### config.mk
export PLATFORM = sky130hd
export DESIGN_NAME = dll_lock_ctrl_flat
export DESIGN_NICKNAME = d
export VERILOG_FILES = /design/src/rtl/dll_lock_ctrl_if.sv /design/src/rtl/dll_lock_ctrl.sv /design/src/flat_wrapper.sv
export SDC_FILE = /design/constraint.sdc
export NUM_CORES = 1
export LEC_CHECK = 0
export CAP_MARGIN = 20
export CELL_PAD_IN_SITES_DETAIL_PLACEMENT = 0
export CELL_PAD_IN_SITES_GLOBAL_PLACEMENT = 1
export CORE_ASPECT_RATIO = 0.7
export CORE_MARGIN = 4
export CORE_UTILIZATION = 49
export DETAILED_ROUTE_END_ITERATION = 7
export GPL_TIMING_DRIVEN = 0
export PLACE_DENSITY_LB_ADDON = 0.1
export SLEW_MARGIN = 20
export SYNTH_ARGS = -nofsm -noshare
export SYNTH_HDL_FRONTEND = slang
export SYNTH_SLANG_ARGS = --single-unit
export TNS_END_PERCENT = 20
### constraint.sdc
create_clock -name clk_ext -period 3.13 [get_ports clk_ext]
set_input_delay 0.4695 -clock clk_ext [delete_from_list [all_inputs] [get_ports clk_ext]]
set_output_delay 0.4695 -clock clk_ext [all_outputs]
set_load 0.02 [all_outputs]
### src/rtl/dll_lock_ctrl_if.sv
// Control/status bundle between the FMDLL lock controller and its surroundings.
interface dll_lock_ctrl_if #(
    parameter int unsigned CODE_W = 10
);
    logic              en;
    logic              div_strobe;
    logic              comp;
    logic              pd_rst;
    logic [CODE_W-1:0] Q;
    logic              busy;
    logic              lock;
    logic              err;

    // Controller side: consumes enable/strobe/comparator, drives PD reset, code and status
    modport slave (
        input  en,
        input  div_strobe,
        input  comp,
        output pd_rst,
        output Q,
        output busy,
        output lock,
        output err
    );

    // Environment side: the reverse view
    modport master (
        output en,
        output div_strobe,
        output comp,
        input  pd_rst,
        input  Q,
        input  busy,
        input  lock,
        input  err
    );
endinterface

### src/rtl/dll_lock_ctrl.sv
// FMDLL lock controller: PD reset / settle sequencing, SAR acquisition of the
// delay code, then +/-1 tracking with lock/unlock and saturation error detection.
module dll_lock_ctrl #(
    parameter int unsigned CODE_W     = 10,
    parameter int unsigned SETTLE_CNT = 2,
    parameter int unsigned LOCK_CNT   = 8,
    parameter int unsigned UNLOCK_CNT = 4
) (
    input  logic           clk_ext,
    input  logic           rst_n,
    dll_lock_ctrl_if.slave bus
);
    localparam int unsigned CNT_W = 4;
    localparam int unsigned IDX_W = (CODE_W > 1) ? $clog2(CODE_W) : 1;

    localparam logic [CODE_W-1:0] Q_MAX      = {CODE_W{1'b1}};
    localparam logic [CODE_W-1:0] Q_MID      = {1'b1, {(CODE_W-1){1'b0}}};
    localparam logic [CNT_W-1:0]  CNT_MAX    = {CNT_W{1'b1}};
    localparam logic [CNT_W-1:0]  SETTLE_LIM = CNT_W'(SETTLE_CNT);
    localparam logic [CNT_W-1:0]  LOCK_LIM   = CNT_W'(LOCK_CNT);
    localparam logic [CNT_W-1:0]  UNLOCK_LIM = CNT_W'(UNLOCK_CNT);
    localparam logic [IDX_W-1:0]  IDX_TOP    = IDX_W'(CODE_W - 1);

    typedef enum logic [2:0] {
        S_IDLE,
        S_PDRST,
        S_SETTLE,
        S_SAR,
        S_TRACK
    } state_t;

    state_t             r_state,    w_state;
    logic               r_en_d;
    logic [CODE_W-1:0]  r_q,        w_q;
    logic [IDX_W-1:0]   r_idx,      w_idx;
    logic [CNT_W-1:0]   r_settle,   w_settle;
    logic [CNT_W-1:0]   r_rev,      w_rev;
    logic [CNT_W-1:0]   r_same,     w_same;
    logic               r_sar_done, w_sar_done;
    logic               r_have_dir, w_have_dir;
    logic               r_last_dir, w_last_dir;
    logic               r_lock,     w_lock;
    logic               r_err,      w_err;
    logic               r_pd_rst,   w_pd_rst;
    logic               r_busy,     w_busy;

    logic               w_en_rise;
    logic               w_at_lim;
    logic [CNT_W-1:0]   w_settle_inc;
    logic [CNT_W-1:0]   w_rev_inc;
    logic [CNT_W-1:0]   w_same_inc;
    logic [IDX_W-1:0]   w_idx_dec;

    // Helper arithmetic shared by the next-state logic; counters saturate instead of wrapping
    always_comb begin
        w_en_rise    = bus.en && !r_en_d;
        w_settle_inc = (r_settle == CNT_MAX) ? r_settle : r_settle + CNT_W'(1);
        w_rev_inc    = (r_rev    == CNT_MAX) ? r_rev    : r_rev    + CNT_W'(1);
        w_same_inc   = (r_same   == CNT_MAX) ? r_same   : r_same   + CNT_W'(1);
        w_idx_dec    = r_idx - IDX_W'(1);
        w_at_lim     = bus.comp ? (r_q == Q_MAX) : (r_q == '0);
    end

    // State register and all datapath/output registers
    always_ff @(posedge clk_ext or negedge rst_n) begin
        if (!rst_n) begin
            r_state    <= S_IDLE;
            r_en_d     <= 1'b0;
            r_q        <= '0;
            r_idx      <= '0;
            r_settle   <= '0;
            r_rev      <= '0;
            r_same     <= '0;
            r_sar_done <= 1'b0;
            r_have_dir <= 1'b0;
            r_last_dir <= 1'b0;
            r_lock     <= 1'b0;
            r_err      <= 1'b0;
            r_pd_rst   <= 1'b1;
            r_busy     <= 1'b0;
        end else begin
            r_state    <= w_state;
            r_en_d     <= bus.en;
            r_q        <= w_q;
            r_idx      <= w_idx;
            r_settle   <= w_settle;
            r_rev      <= w_rev;
            r_same     <= w_same;
            r_sar_done <= w_sar_done;
            r_have_dir <= w_have_dir;
            r_last_dir <= w_last_dir;
            r_lock     <= w_lock;
            r_err      <= w_err;
            r_pd_rst   <= w_pd_rst;
            r_busy     <= w_busy;
        end
    end

    // Next-state and next-output logic; an en drop outranks any coincident strobe
    always_comb begin
        w_state    = r_state;
        w_q        = r_q;
        w_idx      = r_idx;
        w_settle   = r_settle;
        w_rev      = r_rev;
        w_same     = r_same;
        w_sar_done = r_sar_done;
        w_have_dir = r_have_dir;
        w_last_dir = r_last_dir;
        w_lock     = r_lock;
        w_err      = r_err;

        if ((r_state != S_IDLE) && !bus.en) begin
            w_state = S_IDLE;
            w_lock  = 1'b0;
        end else begin
            case (r_state)
                S_IDLE: begin
                    if (w_en_rise) begin
                        w_q        = Q_MID;
                        w_idx      = IDX_TOP;
                        w_lock     = 1'b0;
                        w_err      = 1'b0;
                        w_sar_done = 1'b0;
                        w_state    = S_PDRST;
                    end
                end

                S_PDRST: begin
                    w_settle = '0;
                    w_state  = S_SETTLE;
                end

                S_SETTLE: begin
                    if (bus.div_strobe) begin
                        if (w_settle_inc >= SETTLE_LIM) begin
                            w_settle = '0;
                            w_state  = r_sar_done ? S_TRACK : S_SAR;
                        end else begin
                            w_settle = w_settle_inc;
                        end
                    end
                end

                S_SAR: begin
                    if (bus.div_strobe) begin
                        if (!bus.comp) begin
                            w_q[r_idx] = 1'b0;
                        end
                        if (r_idx != '0) begin
                            w_q[w_idx_dec] = 1'b1;
                            w_idx          = w_idx_dec;
                        end else begin
                            w_sar_done = 1'b1;
                            w_have_dir = 1'b0;
                            w_rev      = '0;
                            w_same     = '0;
                        end
                        w_state = S_PDRST;
                    end
                end

                S_TRACK: begin
                    if (bus.div_strobe) begin
                        if (!w_at_lim) begin
                            w_q = bus.comp ? (r_q + CODE_W'(1)) : (r_q - CODE_W'(1));
                        end
                        if (r_have_dir) begin
                            if (bus.comp != r_last_dir) begin
                                w_rev  = w_rev_inc;
                                w_same = '0;
                            end else begin
                                w_same = w_same_inc;
                                w_rev  = '0;
                            end
                        end
                        w_have_dir = 1'b1;
                        w_last_dir = bus.comp;
                        if (w_rev == LOCK_LIM) begin
                            w_lock = 1'b1;
                        end
                        if (r_lock && (w_same == UNLOCK_LIM)) begin
                            w_lock = 1'b0;
                            w_rev  = '0;
                        end
                        if (w_at_lim && (w_same >= UNLOCK_LIM)) begin
                            w_err  = 1'b1;
                            w_lock = 1'b0;
                        end
                        w_state = S_PDRST;
                    end
                end

                default: begin
                    w_state = S_IDLE;
                end
            endcase
        end

        w_pd_rst = (w_state == S_IDLE) || (w_state == S_PDRST);
        w_busy   = (w_state != S_IDLE);
    end

    assign bus.Q      = r_q;
    assign bus.pd_rst = r_pd_rst;
    assign bus.busy   = r_busy;
    assign bus.lock   = r_lock;
    assign bus.err    = r_err;

endmodule

### src/flat_wrapper.sv
// flat-port wrapper written by rule: the top's interface ports become plain ports
module dll_lock_ctrl_flat 
#(
    parameter int unsigned CODE_W     = 10,
    parameter int unsigned SETTLE_CNT = 2,
    parameter int unsigned LOCK_CNT   = 8,
    parameter int unsigned UNLOCK_CNT = 4
)
  (clk_ext, rst_n, bus_en, bus_div_strobe, bus_comp, bus_pd_rst, bus_Q, bus_busy, bus_lock, bus_err);
  dll_lock_ctrl_if #(.CODE_W(CODE_W)) bus_i ();
  input  logic clk_ext;
  input  logic rst_n;
  input wire logic [$bits(bus_i.en)-1:0] bus_en;
  input wire logic [$bits(bus_i.div_strobe)-1:0] bus_div_strobe;
  input wire logic [$bits(bus_i.comp)-1:0] bus_comp;
  output wire logic [$bits(bus_i.pd_rst)-1:0] bus_pd_rst;
  output wire logic [$bits(bus_i.Q)-1:0] bus_Q;
  output wire logic [$bits(bus_i.busy)-1:0] bus_busy;
  output wire logic [$bits(bus_i.lock)-1:0] bus_lock;
  output wire logic [$bits(bus_i.err)-1:0] bus_err;
  assign bus_i.en = bus_en;
  assign bus_i.div_strobe = bus_div_strobe;
  assign bus_i.comp = bus_comp;
  assign bus_pd_rst = bus_i.pd_rst;
  assign bus_Q = bus_i.Q;
  assign bus_busy = bus_i.busy;
  assign bus_lock = bus_i.lock;
  assign bus_err = bus_i.err;
  dll_lock_ctrl #(.CODE_W(CODE_W), .SETTLE_CNT(SETTLE_CNT), .LOCK_CNT(LOCK_CNT), .UNLOCK_CNT(UNLOCK_CNT)) u_core (.clk_ext(clk_ext), .rst_n(rst_n), .bus(bus_i));
endmodule
# Word level (Yosys, flattened, before mapping)
# Index checks and enable logic that the tools add are counted.
# Widths: inputs -> output; s select.
# word_totals
regBits	37
latch_bits	0
mem_bits_rw	0
rom_bits	0
input_bits	5
out_inout_bits	14
elab_cells	150
mem_count	0
# op_classes
n_addsub	6
n_mul	0
div	0
order_cmp	6
n_eq_ne	23
shifts	0
n_mux	67
bitwise_logic	4
reduce_logical	30
# op_table
op	count
$mux 10	10
$mux 4	23
$pmux 4 s2	4
$pmux 10 s3	1
$reduce_and 5->1	4
$mux 3	6
$eq 4x4->1 const B	4
$mux 1	16
$add 4x1->4 const B	3
$pmux 3 s4	1
$reduce_bool 3->1	4
$add 10x1->10 const B	1
$and 10x10->10	1
$eq 10x10->1 const B	1
$logic_not 10->1	1
$lt 4x5->1 const B	2
$ne 2x2->1 const B	5
$not 10->10	1
$or 10x10->10	1
$sub 10x1->10 const B	1
$demux 1 s4	2
$ge 4x1->1 const B	2
$pmux 1 s2	4
$reduce_bool 2->1	4
22 further kinds	34

# Logic depth before layout (Yosys ltp)
# Gate-level depths: netlist of run 1.
# logic_depth
word_depth	14
ltp_mapped	9
mapped_depth_nobuf	8

# Worst setup path before layout of run 1
# No wires, ideal clock.
# synth_timing
kind	input -> register
start	in bus_comp
end	reg u_core.r_q[7], in the netlist u_core.bus.Q[7]
setup_ns	0.125
arrival_time_ns	2.250
required_time_ns	3.005
path_slack_ns	0.755
path_stages	9
n_path_buf	1
cell_sequence	buf_2 > inv_1 > ha_1 > o21a_1 > o21a_1 > o22ai_1 > xor2_1 > o22ai_1 > mux2_4
# synth_between
elab_chain_len	8
word_cells_on_any_way	14
classes_between	eq/ne (1); mux (11); bitwise (1); reduce/logical (1)
# synth_lines
item	line	rtl
from (decl)	flat_wrapper.sv:15	input wire logic [$bits(bus_i.comp)-1:0] bus_comp;
$mux 10	dll_lock_ctrl.sv:147	if (!bus.comp) begin
$mux 10	dll_lock_ctrl.sv:146	if (bus.div_strobe) begin
$mux 10	dll_lock_ctrl.sv:117	case (r_state)
$mux 10	dll_lock_ctrl.sv:113	if ((r_state != S_IDLE) && !bus.en) begin
$or 10x10->10 (no source line)	--	
$mux 10	dll_lock_ctrl.sv:150	if (r_idx != '0) begin
$mux 10	dll_lock_ctrl.sv:146	
$pmux 10 s3	dll_lock_ctrl.sv:117	
to (signal assigned)	dll_lock_ctrl.sv:84	r_q <= w_q;
to (decl)	dll_lock_ctrl.sv:34	logic [CODE_W-1:0] r_q, w_q;
# Parallel ways exist; a longest one is shown, timed or not. The select of a mux whose other input is x is not followed.
# A chain may end at the register's enable or synchronous reset.

# Worst setup path after layout of run 1
# Same ends and word-level chain as after synthesis.

==> reports/results.ini, run 1 <==
[logic_synthesis]
async_flop_share_pct=100
synth_top_flop_cell=dfrtp_1
netlist_area_sq_um=2750
yosysUniqueCellTypes=62
ys_seq_area_share_pct=33.7
avgSynthCellArea_sq_um=8.55
synth_area_leader_cell=dfrtp_1
synth_top_cells_by_area=dfrtp_1 33%, ha_1 7.3%, a21oi_1 4.0%, nand2_1 3.7%, nor2_1 3.5%
syn_nets=344
synth-edff-count=0
synth-seq-cells=37
synth_top_area_share_pct=32.7
synthCells=322
yosysWarnings=0

[global_routing]
antenna_found_initial=0
grt_pass1_vias=2331
grt_start_max_net_pins=21
grtUsageTotal_pct=21.8
grt_pass1_wl_mm=12.3
overflow=0

[detailed_routing]
via_per_inst=6.21
wl_per_cell_um=17.6
drcViolationCount=0
dr.pass1.iters=5
vias=2603
routed_wl_mm=7.38
drt_iter0_markers=167
drtAntennaViolNets=0

[clocking]
post_cts_resize_count=0
cts.sinks=37
worstSkewPairLatency_ns=0.29
cts_buffers=5
cts_tree=built
cts.clk_slew.worst_paths_ns=0.08
holdBufCountCts=0
root_buffer=clkbuf_8
cts_setup_buffers=0
htreeDepth=2
clk_path_buf_depth=2

[setup_path]
cp-start-kind=primary input
critical_path_buf_inv_count=2
cp_top_family=compound AO/OA/AOI/OAI gates
crit_top_cell=o22ai_1
end_kind=flop
crit_chain=buf_2, inv_1, ha_1, a21oi_1, o21ai_0, o22ai_1, xor2_1, o22ai_1, mux2_4
slowest_delay_ns=0.41
cp.required_ns=3.31
arrival_ns=2.72
r2r_setup_slack_ns=0.67
slowest_stage=inv_1
path_max_fanout=13
path_class=in2reg

[cells_and_area]
final_common_cell=dfrtp_1
layout.nets=368
drive_gt1_share_pct=8.07
multi_input_area_sq_um=1700
n_antenna_cell=0
seq_area_sq_um=927
area_growth_pct=13.6
final_cells=419
mostFrequentLayoutCells=36 x dfrtp_1, 27 x nand2_1, 26 x nor2_1
fillers=503

[outcome]
status=finished clean

[power]
swShare_pct=29.4
power_density_nw_per_um2=348
comb_power_share_pct=17.5
netSwitchingPower_uw=320
power.share.clock_pct=34.7
p_int_uw=769
p_leak_uw=0.00135
vdd_drop_max_v=0.000216
seqPwrFrac_pct=47.7

[floorplanning]
initial_utilization_pct=51.5
coreArea_sq_um=5340
io_pins=19
rows=22
dieArea_sq_um=6900
die_x_um=97.6
chipHeight_um=70.7

[run]
cap_viol_max_count=0

[sta]
fmax_mhz=395
maxSlewHeadroom_pct=60.9
rsz0062_at_grt=no
finalHoldViolCount=0
setup_tns_ns=0
worst_pin_slew_ns=0.585
clock_skew_ns=0.00716
slew_violations=0
setup_viol=0
period_minus_slack_ns=2.53
fin_crit_sh_pct=80.9

[placed_design]
dpl.cell_count=411
io_buffers=16
dpl.hpwl_mm=5.55
gp_congestion=0.855

[worst_hold_path]
min_path_type=in2async

==> cells in the mapped netlist (2+ instances only) <==
library cell	number
o21a_1	4
nor2b_1	5
nor2_1	26
a211oi_1	3
o31ai_1	11
o221ai_1	2
nand2_1	27
a41oi_1	2
o21bai_1	2
or2_1	3
nand3_1	16
inv_1	10
nand2b_1	6
a21oi_1	22
or3_1	2
o2bb2ai_1	2
o21ai_0	14
and3_1	2
nand4_1	4
xnor2_1	7
a21o_1	7
dfrtp_1	36
xor2_1	2
and2_1	4
o22ai_1	4
clkbuf_1	8
a31oi_1	4
nor3_1	10
o21ai_1	12
ha_1	16
nor4_1	2
a311oi_1	2
buf_2	7
or4_1	2
a32oi_1	7
a22o_1	3
==> through the flow <==
step                      area [sq um]  setup slack [ns]  hold WS [ns]  util [%]  total power [uW]
after detailed placement          3030             0.339         0.450      56.7               715
after global placement            3000             0.293         0.473      56.2               710
after CTS                         3130             0.652         0.128      58.6              1090
after floorplan                   2750             0.755         0.174         -               639
after global routing              3130             0.470         0.146      58.6              1140
final                             3130             0.598         0.123      58.6              1090
==> power groups by stage <==
stage,Combinational [uW],Clock [uW],Sequential (uW)
finish,191,378,519
global route,208,410,520
CTS,189,385,517
detailed placement,188,0,526
global placement,183,0,526
floorplan,105,0,533
==> layer usage <==
layer	track usage (%)	wire length, um	up-vias
met5	0	0	-
met4	4.45	43	0
met3	5.32	604	4
met2	30.0	2950	115
met1	34.3	3780	1233
li1	-	-	1251
==> worst paths after layout <==
kind / depth (start not counted) / start / to
worst max-delay path: 9 / bus_comp / u_core.bus.Q[7]
worst min-delay path: 1 / rst_n / u_core.r_same[0]
worst max register to register: 8 / u_core.r_idx[0] / u_core.r_same[0]
worst min register to register: 1 / u_core.r_settle[3] / u_core.r_settle[3]
max in group asynchronous: 2 / rst_n / u_core.bus.pd_rst
min in group clk_ext: 1 / u_core.r_settle[3] / u_core.r_settle[3]
==> registers in the layout (all words and copies together) (netlist names) <==
register           cells
u_core.bus.pd_rst      1
u_core.r_rev           4
u_core.bus.busy        1
u_core.r_sar_done      1
u_core.bus.err         1
u_core.bus.Q          10
u_core.r_en_d          1
u_core.bus.lock        1
u_core.r_settle        4
u_core.r_same          4
u_core.r_idx           4
u_core.r_last_dir      1
u_core.r_state         3
u_core.r_have_dir      1
==> final cells by class <==
cell class	count	share of cell area [%]
sequential	37	29.7
tap	72	2.88
inverter	11	1.32
timing repair buffer	17	5.84
clock inverter	1	0.160
clock buffer	7	3.08
multi-input combinational	257	54.4
buffer	17	2.68
==> cell families (layout without fill, tap and decap cells) <==
group | count (synthesis) | in the layout | share of synthesized area [%]
flops | 37 | 37 | 33.7
xor+xnor | 10 | 10 | 3.86
simple gates | 111 | 111 | 19.4
mux | 2 | 2 | 0.954
fa+ha+maj | 17 | 17 | 8.00
buf+inv | 28 | 53 | 4.55
compound gates | 117 | 117 | 29.5
Note: power is estimated with default switching activity, not from simulation.
==> run 2: changes to the inputs <==
--- a/config.mk
+++ b/config.mk
@@ -10,7 +10,7 @@
 export CELL_PAD_IN_SITES_GLOBAL_PLACEMENT = 1
 export CORE_ASPECT_RATIO = 0.7
 export CORE_MARGIN = 4
-export CORE_UTILIZATION = 49
+export CORE_UTILIZATION = 45
 export DETAILED_ROUTE_END_ITERATION = 7
 export GPL_TIMING_DRIVEN = 0
 export PLACE_DENSITY_LB_ADDON = 0.1
==> constraint.sdc (replaced) <==
create_clock -name clk_ext -period 2.6 [get_ports clk_ext]
set_input_delay 0.39 -clock clk_ext [delete_from_list [all_inputs] [get_ports clk_ext]]
set_output_delay 0.39 -clock clk_ext [all_outputs]
set_load 0.02 [all_outputs]
==> run 2 against run 1 <==
Core utilization is 5.0 points lower. Clock skew decreased by 0.0041 ns. Register-to-register slack got worse by 0.47 ns. Clock power grew 11%. Die area rose by 8.0%. Wire length is 1.5% lower. Final area fell by 0.36%. Largest cell class unchanged.
==> reports/results.ini, run 2 (synthesized netlist as in run 1, its figures left out) <==
[power]
seqPwrFrac_pct=49.1  ; was 47.7%
swShare_pct=29.0  ; was 29.4%
power.share.clock_pct=32.9  ; was 34.7%
vdd_drop_max_v=0.000223  ; was 0.000216 V
power_density_nw_per_um2=408  ; was 348 nW/um^2
p_int_uw=902  ; was 769 uW
p_leak_uw=0.00134  ; was 0.00135 uW
netSwitchingPower_uw=368  ; was 320 uW
comb_power_share_pct=18.0  ; was 17.5%

[sta]
worst_pin_slew_ns=0.569  ; was 0.585 ns
rsz0062_at_grt=yes  ; was no
setup_viol=0  ; unchanged
fmax_mhz=387
setup_tns_ns=0  ; unchanged
holdWs_ns=0.0232  ; was 0.123 ns
clock_skew_ns=0.00302  ; was 0.00716 ns
slew_violations=0  ; unchanged
maxSlewHeadroom_pct=61.9  ; was 60.9%
period_minus_slack_ns=2.58
fin_ws_ns=0.0165  ; was 0.598 ns
fin_crit_sh_pct=99.4
finalHoldViolCount=0  ; unchanged

[cells_and_area]
layout.nets=367  ; was 368
final_area_sq_um=3120  ; was 3130 sq um
mostFrequentLayoutCells=36 x dfrtp_1, 27 x nand2_1, 26 x nor2_1  ; unchanged
drive_gt1_share_pct=7.51  ; was 8.07%
area_growth_pct=13.2  ; was 13.6%
fillers=550  ; was 503
n_antenna_cell=0  ; unchanged
largest_reg_flops=10  ; unchanged
final_common_cell=dfrtp_1  ; unchanged

[clocking]
cts.sinks=37  ; unchanged
cts_buffers=5  ; unchanged
clk_path_buf_depth=2  ; unchanged
root_buffer=clkbuf_8  ; unchanged
cts_setup_buffers=0  ; unchanged
cts_tree=built  ; unchanged
cts.clk_slew.worst_paths_ns=0.07  ; was 0.08 ns
post_cts_resize_count=0  ; unchanged
worstSkewPairLatency_ns=0.28  ; was 0.29 ns
htreeDepth=2  ; unchanged

[setup_path]
slowest_delay_ns=0.42  ; was 0.41 ns
crit_chain=buf_2, inv_1, ha_1, a21oi_1, o21ai_0, o22ai_1, xor2_1, o22ai_1, mux2_4  ; unchanged
slowest_stage=inv_1  ; unchanged
end_kind=flop  ; unchanged
critical_path_buf_inv_count=2  ; unchanged
cp_top_family=compound AO/OA/AOI/OAI gates  ; unchanged
crit_start=bus_comp  ; unchanged
arrival_ns=2.75  ; was 2.72 ns
cp.required_ns=2.77  ; was 3.31 ns
regToRegStartpoint=u_core.r_idx[0]  ; unchanged
path_max_fanout=13  ; unchanged
r2r_setup_slack_ns=0.20  ; was 0.67 ns
crit_top_cell=o22ai_1  ; unchanged
path_class=in2reg  ; unchanged
cp-start-kind=primary input  ; unchanged

[detailed_routing]
dr.pass1.iters=5  ; unchanged
routed_wl_mm=7.27  ; was 7.38 mm
drtAntennaViolNets=0  ; unchanged
wl_per_cell_um=17.3  ; was 17.6 um
via_per_inst=6.14  ; was 6.21
drt_iter0_markers=210  ; was 167
vias=2583  ; was 2603
drcViolationCount=0  ; unchanged

[worst_hold_path]
min_path_type=in2async  ; unchanged

[floorplanning]
dieArea_sq_um=7450  ; was 6900 sq um
initial_utilization_pct=47.4  ; was 51.5%
die_x_um=101  ; was 97.6 um
io_pins=19  ; unchanged
chipHeight_um=73.4  ; was 70.7 um
coreArea_sq_um=5810  ; was 5340 sq um
rows=23  ; was 22

[placed_design]
dpl.hpwl_mm=5.43  ; was 5.55 mm
dp_slack_ns=-0.176  ; was 0.339 ns
gp_congestion=0.844  ; was 0.855
placed_area_sq_um=3030  ; about the same
io_buffers=16  ; unchanged

[global_routing]
antenna_found_initial=0  ; unchanged
overflow=0  ; unchanged
grt_pass1_wl_mm=11.9  ; was 12.3 mm
grtUsageTotal_pct=20.5  ; was 21.8%
grt_pass1_vias=2286  ; was 2331
grt_start_max_net_pins=23  ; was 21

[run]
cap_viol_max_count=0  ; unchanged

[outcome]
status=finished clean  ; unchanged

run 2: changes by cell type in the layout (fill, tap and decap cells not counted), sizes merged:
cell,change
clkinv,-1
run 2: routing by layer:
metal  up-vias  track usage (%)  routed length (um)
met5         -                0                   0
met3         8             6.07                 626
li1       1263                -                   -
met1      1208             32.5                3790
met4         0             3.54                  48
met2       104             27.2                2810
run 2: worst paths after layout:
check | end | cells after the start
worst max-delay path | u_core.bus.Q[7] | 9
worst min-delay path | u_core.r_settle[1] | 1
worst max register to register | u_core.r_same[0] | 7
worst min register to register | u_core.r_settle[3] | 1
max in group asynchronous | u_core.bus.pd_rst | 2
min in group clk_ext | u_core.r_settle[3] | 1
run 2: through the flow:
step / std cells / total power (uW) / utilization (%)
after floorplan: 322 / 769 / -
after global placement: 413 / 856 / 51.7
after detailed placement: 414 / 860 / 52.1
after CTS: 422 / 1280 / 53.7
after global routing: 421 / 1350 / 53.6
final: 421 / 1270 / 53.6
run 2: cell type report:
class                           instances  area [sq um]  area share, %
Buffer                                 16          80.1           2.57
Clock buffer                            8          90.1           2.89
Inverter                               11          41.3           1.33
Multi-Input combinational cell        257          1700           54.6
Sequential cell                        37           927           29.8
Tap cell                               75          93.8           3.01
Timing Repair Buffer                   17           183           5.86
run 2: worst register-to-register path, cell delays in order, from the launching register on:
cell and delay [ns]:
dfrtp_1 0.43, inv_1 0.15, ha_1 0.39, nand2b_1 0.18, o31ai_1 0.25, nand3_1 0.35
a21o_1 0.30, mux2_2 0.26
run 2: power by group through the flow:
stage / combinational [uW] / sequential, uW / clock (uW)
global placement: 222 / 634 / 0
global route: 253 / 627 / 465
CTS: 227 / 622 / 432
detailed placement: 226 / 634 / 0
finish: 229 / 624 / 418
floorplan: 127 / 642 / 0
run 2: repair_timing:
item | 4_1_cts | 5_1_grt
endpoints found under the setup margin | 0 | 4
hold buffers | 0 | 0
hold endpoints to repair | 0 | 0
==> run 3: changes to the inputs <==
==> constraint.sdc (replaced) <==
create_clock -name clk_ext -period 2.5 [get_ports clk_ext]
set_input_delay 0.375 -clock clk_ext [delete_from_list [all_inputs] [get_ports clk_ext]]
set_output_delay 0.375 -clock clk_ext [all_outputs]
set_load 0.05 [all_outputs]
==> run 3 against run 2 <==
Final cell count up 0.71%. Combinational power up 20%. First-iteration DRC count up 9.0%. Clock-buffer cell count unchanged. Core utilization up 0.54 points. Sequential power up 4.0%. Power up 7.0%. Clock power up 4%. Largest cell class unchanged.
==> reports/results.ini, run 3 (synthesized netlist as in run 1, its figures left out) <==
[clocking]
worstSkewPairLatency_ns=0.29  ; was 0.28 ns
cts_buffers=5  ; unchanged
root_buffer=clkbuf_8  ; unchanged
cts.sinks=37  ; unchanged
clk_path_buf_depth=2  ; unchanged
cts_tree=built  ; unchanged
cts.clk_slew.worst_paths_ns=0.07  ; about the same
htreeDepth=2  ; unchanged
holdBufCountCts=0  ; unchanged

[power]
power_density_nw_per_um2=432  ; was 408 nW/um^2
vdd_drop_max_v=0.000232  ; was 0.000223 V
swShare_pct=30.7  ; was 29.0%
seqPwrFrac_pct=47.7  ; was 49.1%
p_int_uw=941  ; was 902 uW
p_leak_uw=0.00135  ; was 0.00134 uW
power.share.clock_pct=32.0  ; was 32.9%
netSwitchingPower_uw=418  ; was 368 uW
comb_power_share_pct=20.2  ; was 18.0%

[floorplanning]
rows=23  ; unchanged
dieArea_sq_um=7450  ; unchanged
coreArea_sq_um=5810  ; unchanged
chipHeight_um=73.4  ; unchanged
initial_utilization_pct=47.4  ; unchanged
die_x_um=101  ; unchanged
io_pins=19  ; unchanged

[global_routing]
grtUsageTotal_pct=20.5  ; unchanged
grt_pass1_vias=2286  ; unchanged
grt_pass1_wl_mm=11.9  ; unchanged
antenna_found_initial=0  ; unchanged
overflow=0  ; unchanged
grt_start_max_net_pins=23  ; unchanged

[cells_and_area]
final_area_sq_um=3150  ; was 3120 sq um
drive_gt1_share_pct=8.88  ; was 7.51%
n_antenna_cell=0  ; unchanged
final_common_cell=dfrtp_1  ; unchanged
largest_reg_flops=10  ; unchanged
fillers=549  ; was 550
mostFrequentLayoutCells=36 x dfrtp_1, 27 x nand2_1, 26 x nor2_1  ; unchanged
area_growth_pct=14.3  ; was 13.2%
layout.nets=370  ; was 367

[detailed_routing]
drcViolationCount=0  ; unchanged
vias=2595  ; was 2583
dr.pass1.iters=7  ; was 5
wl_per_cell_um=17.3  ; about the same
drt_iter0_markers=229  ; was 210
via_per_inst=6.12  ; was 6.14
routed_wl_mm=7.32  ; was 7.27 mm
drtAntennaViolNets=0  ; unchanged

[sta]
period_minus_slack_ns=2.41
clock_skew_ns=0.00673  ; was 0.00302 ns
fin_crit_sh_pct=96.6
slew_violations=0  ; unchanged
maxSlewHeadroom_pct=61.0  ; was 61.9%
rsz0062_at_grt=no  ; was yes
setup_viol=0  ; unchanged
fmax_mhz=414
setup_tns_ns=0  ; unchanged
finalHoldViolCount=0  ; unchanged
worst_pin_slew_ns=0.582  ; was 0.569 ns

[setup_path]
end_kind=flop  ; unchanged
path_class=in2reg  ; unchanged
arrival_ns=2.58  ; was 2.75 ns
cp.required_ns=2.67  ; was 2.77 ns
cp-start-kind=primary input  ; unchanged
path_max_fanout=9  ; was 13

[outcome]
status=finished clean  ; unchanged

[placed_design]
gp_congestion=0.844  ; unchanged
dpl.hpwl_mm=5.43  ; unchanged
io_buffers=16  ; unchanged
placed_area_sq_um=3030  ; unchanged

[run]
cap_viol_max_count=0  ; unchanged

[worst_hold_path]
min_path_type=in2async  ; unchanged

==> run 3: final timing paths <==
| kind | from | end | slack [ns] | depth (start not counted) |
|---|---|---|---|---|
| worst max-delay path | bus_comp | u_core.bus.Q[7] | 0.09 | 9 |
| worst min-delay path | rst_n | u_core.r_settle[1] | 0.01 | 1 |
| worst max register to register | u_core.bus.Q[1] | u_core.bus.Q[7] | 0.15 | 7 |
| worst min register to register | u_core.r_settle[3] | u_core.r_settle[3] | 0.49 | 1 |
| max in group asynchronous | rst_n | u_core.bus.pd_rst | 1.97 | 2 |
| min in group clk_ext | u_core.r_settle[3] | u_core.r_settle[3] | 0.49 | 1 |
==> run 3: per-stage QoR <==
stage | instances | setup WS, ns | util, % | hold slack, ns | total power, uW
after detailed placement | 414 | -0.261 | 52.1 | 0.327 | 926
after global routing | 424 | 0.0159 | 54.1 | 0.0224 | 1440
after floorplan | 322 | 0.220 | - | 0.0794 | 831
after global placement | 413 | -0.253 | 51.7 | 0.472 | 921
final | 424 | 0.0854 | 54.1 | 0.0123 | 1360
after CTS | 422 | 0.0288 | 53.7 | 0.0163 | 1360
==> run 3: final cells by class <==
cell class	instances	area, sq um	share of cell area (%)
buffer	16	82.6	2.62
clock buffer	8	90.1	2.86
inverter	11	45.0	1.43
multi-input combinational	257	1700	54.1
sequential	37	927	29.5
tap	75	93.8	2.98
timing repair buffer	20	205	6.52
==> run 3: critical path, cell delays in order <==
cell        delay (ns)
clkbuf_4          0.22
clkinvlp_4        0.22
ha_1              0.33
a21oi_1           0.27
o21ai_0           0.24
o22ai_1           0.23
xor2_1            0.29
o22ai_1           0.12
mux2_4            0.28
==> run 3: power groups by stage <==
stage / registers [uW] / clock network [uW] / logic, uW
2_1_floorplan: 699 / 0 / 132
3_3_place_gp: 659 / 0 / 262
3_5_place_dp: 659 / 0 / 267
4_1_cts: 647 / 449 / 268
5_1_grt: 652 / 483 / 300
6_report: 649 / 436 / 275
==> run 3: what timing repair did <==
action,CTS,global route
buffers inserted,0,3
resized for setup,0,3
setup endpoints to repair,0,5
==> run 3: per-layer routing <==
| metal | vias to the layer above | track usage, % | routed length, um |
|---|---|---|---|
| li1 | 1272 | - | - |
| met1 | 1214 | 32.5 | 3780 |
| met2 | 107 | 27.2 | 2860 |
| met3 | 2 | 6.07 | 658 |
| met4 | 0 | 3.54 | 24 |
| met5 | - | 0 | 0 |
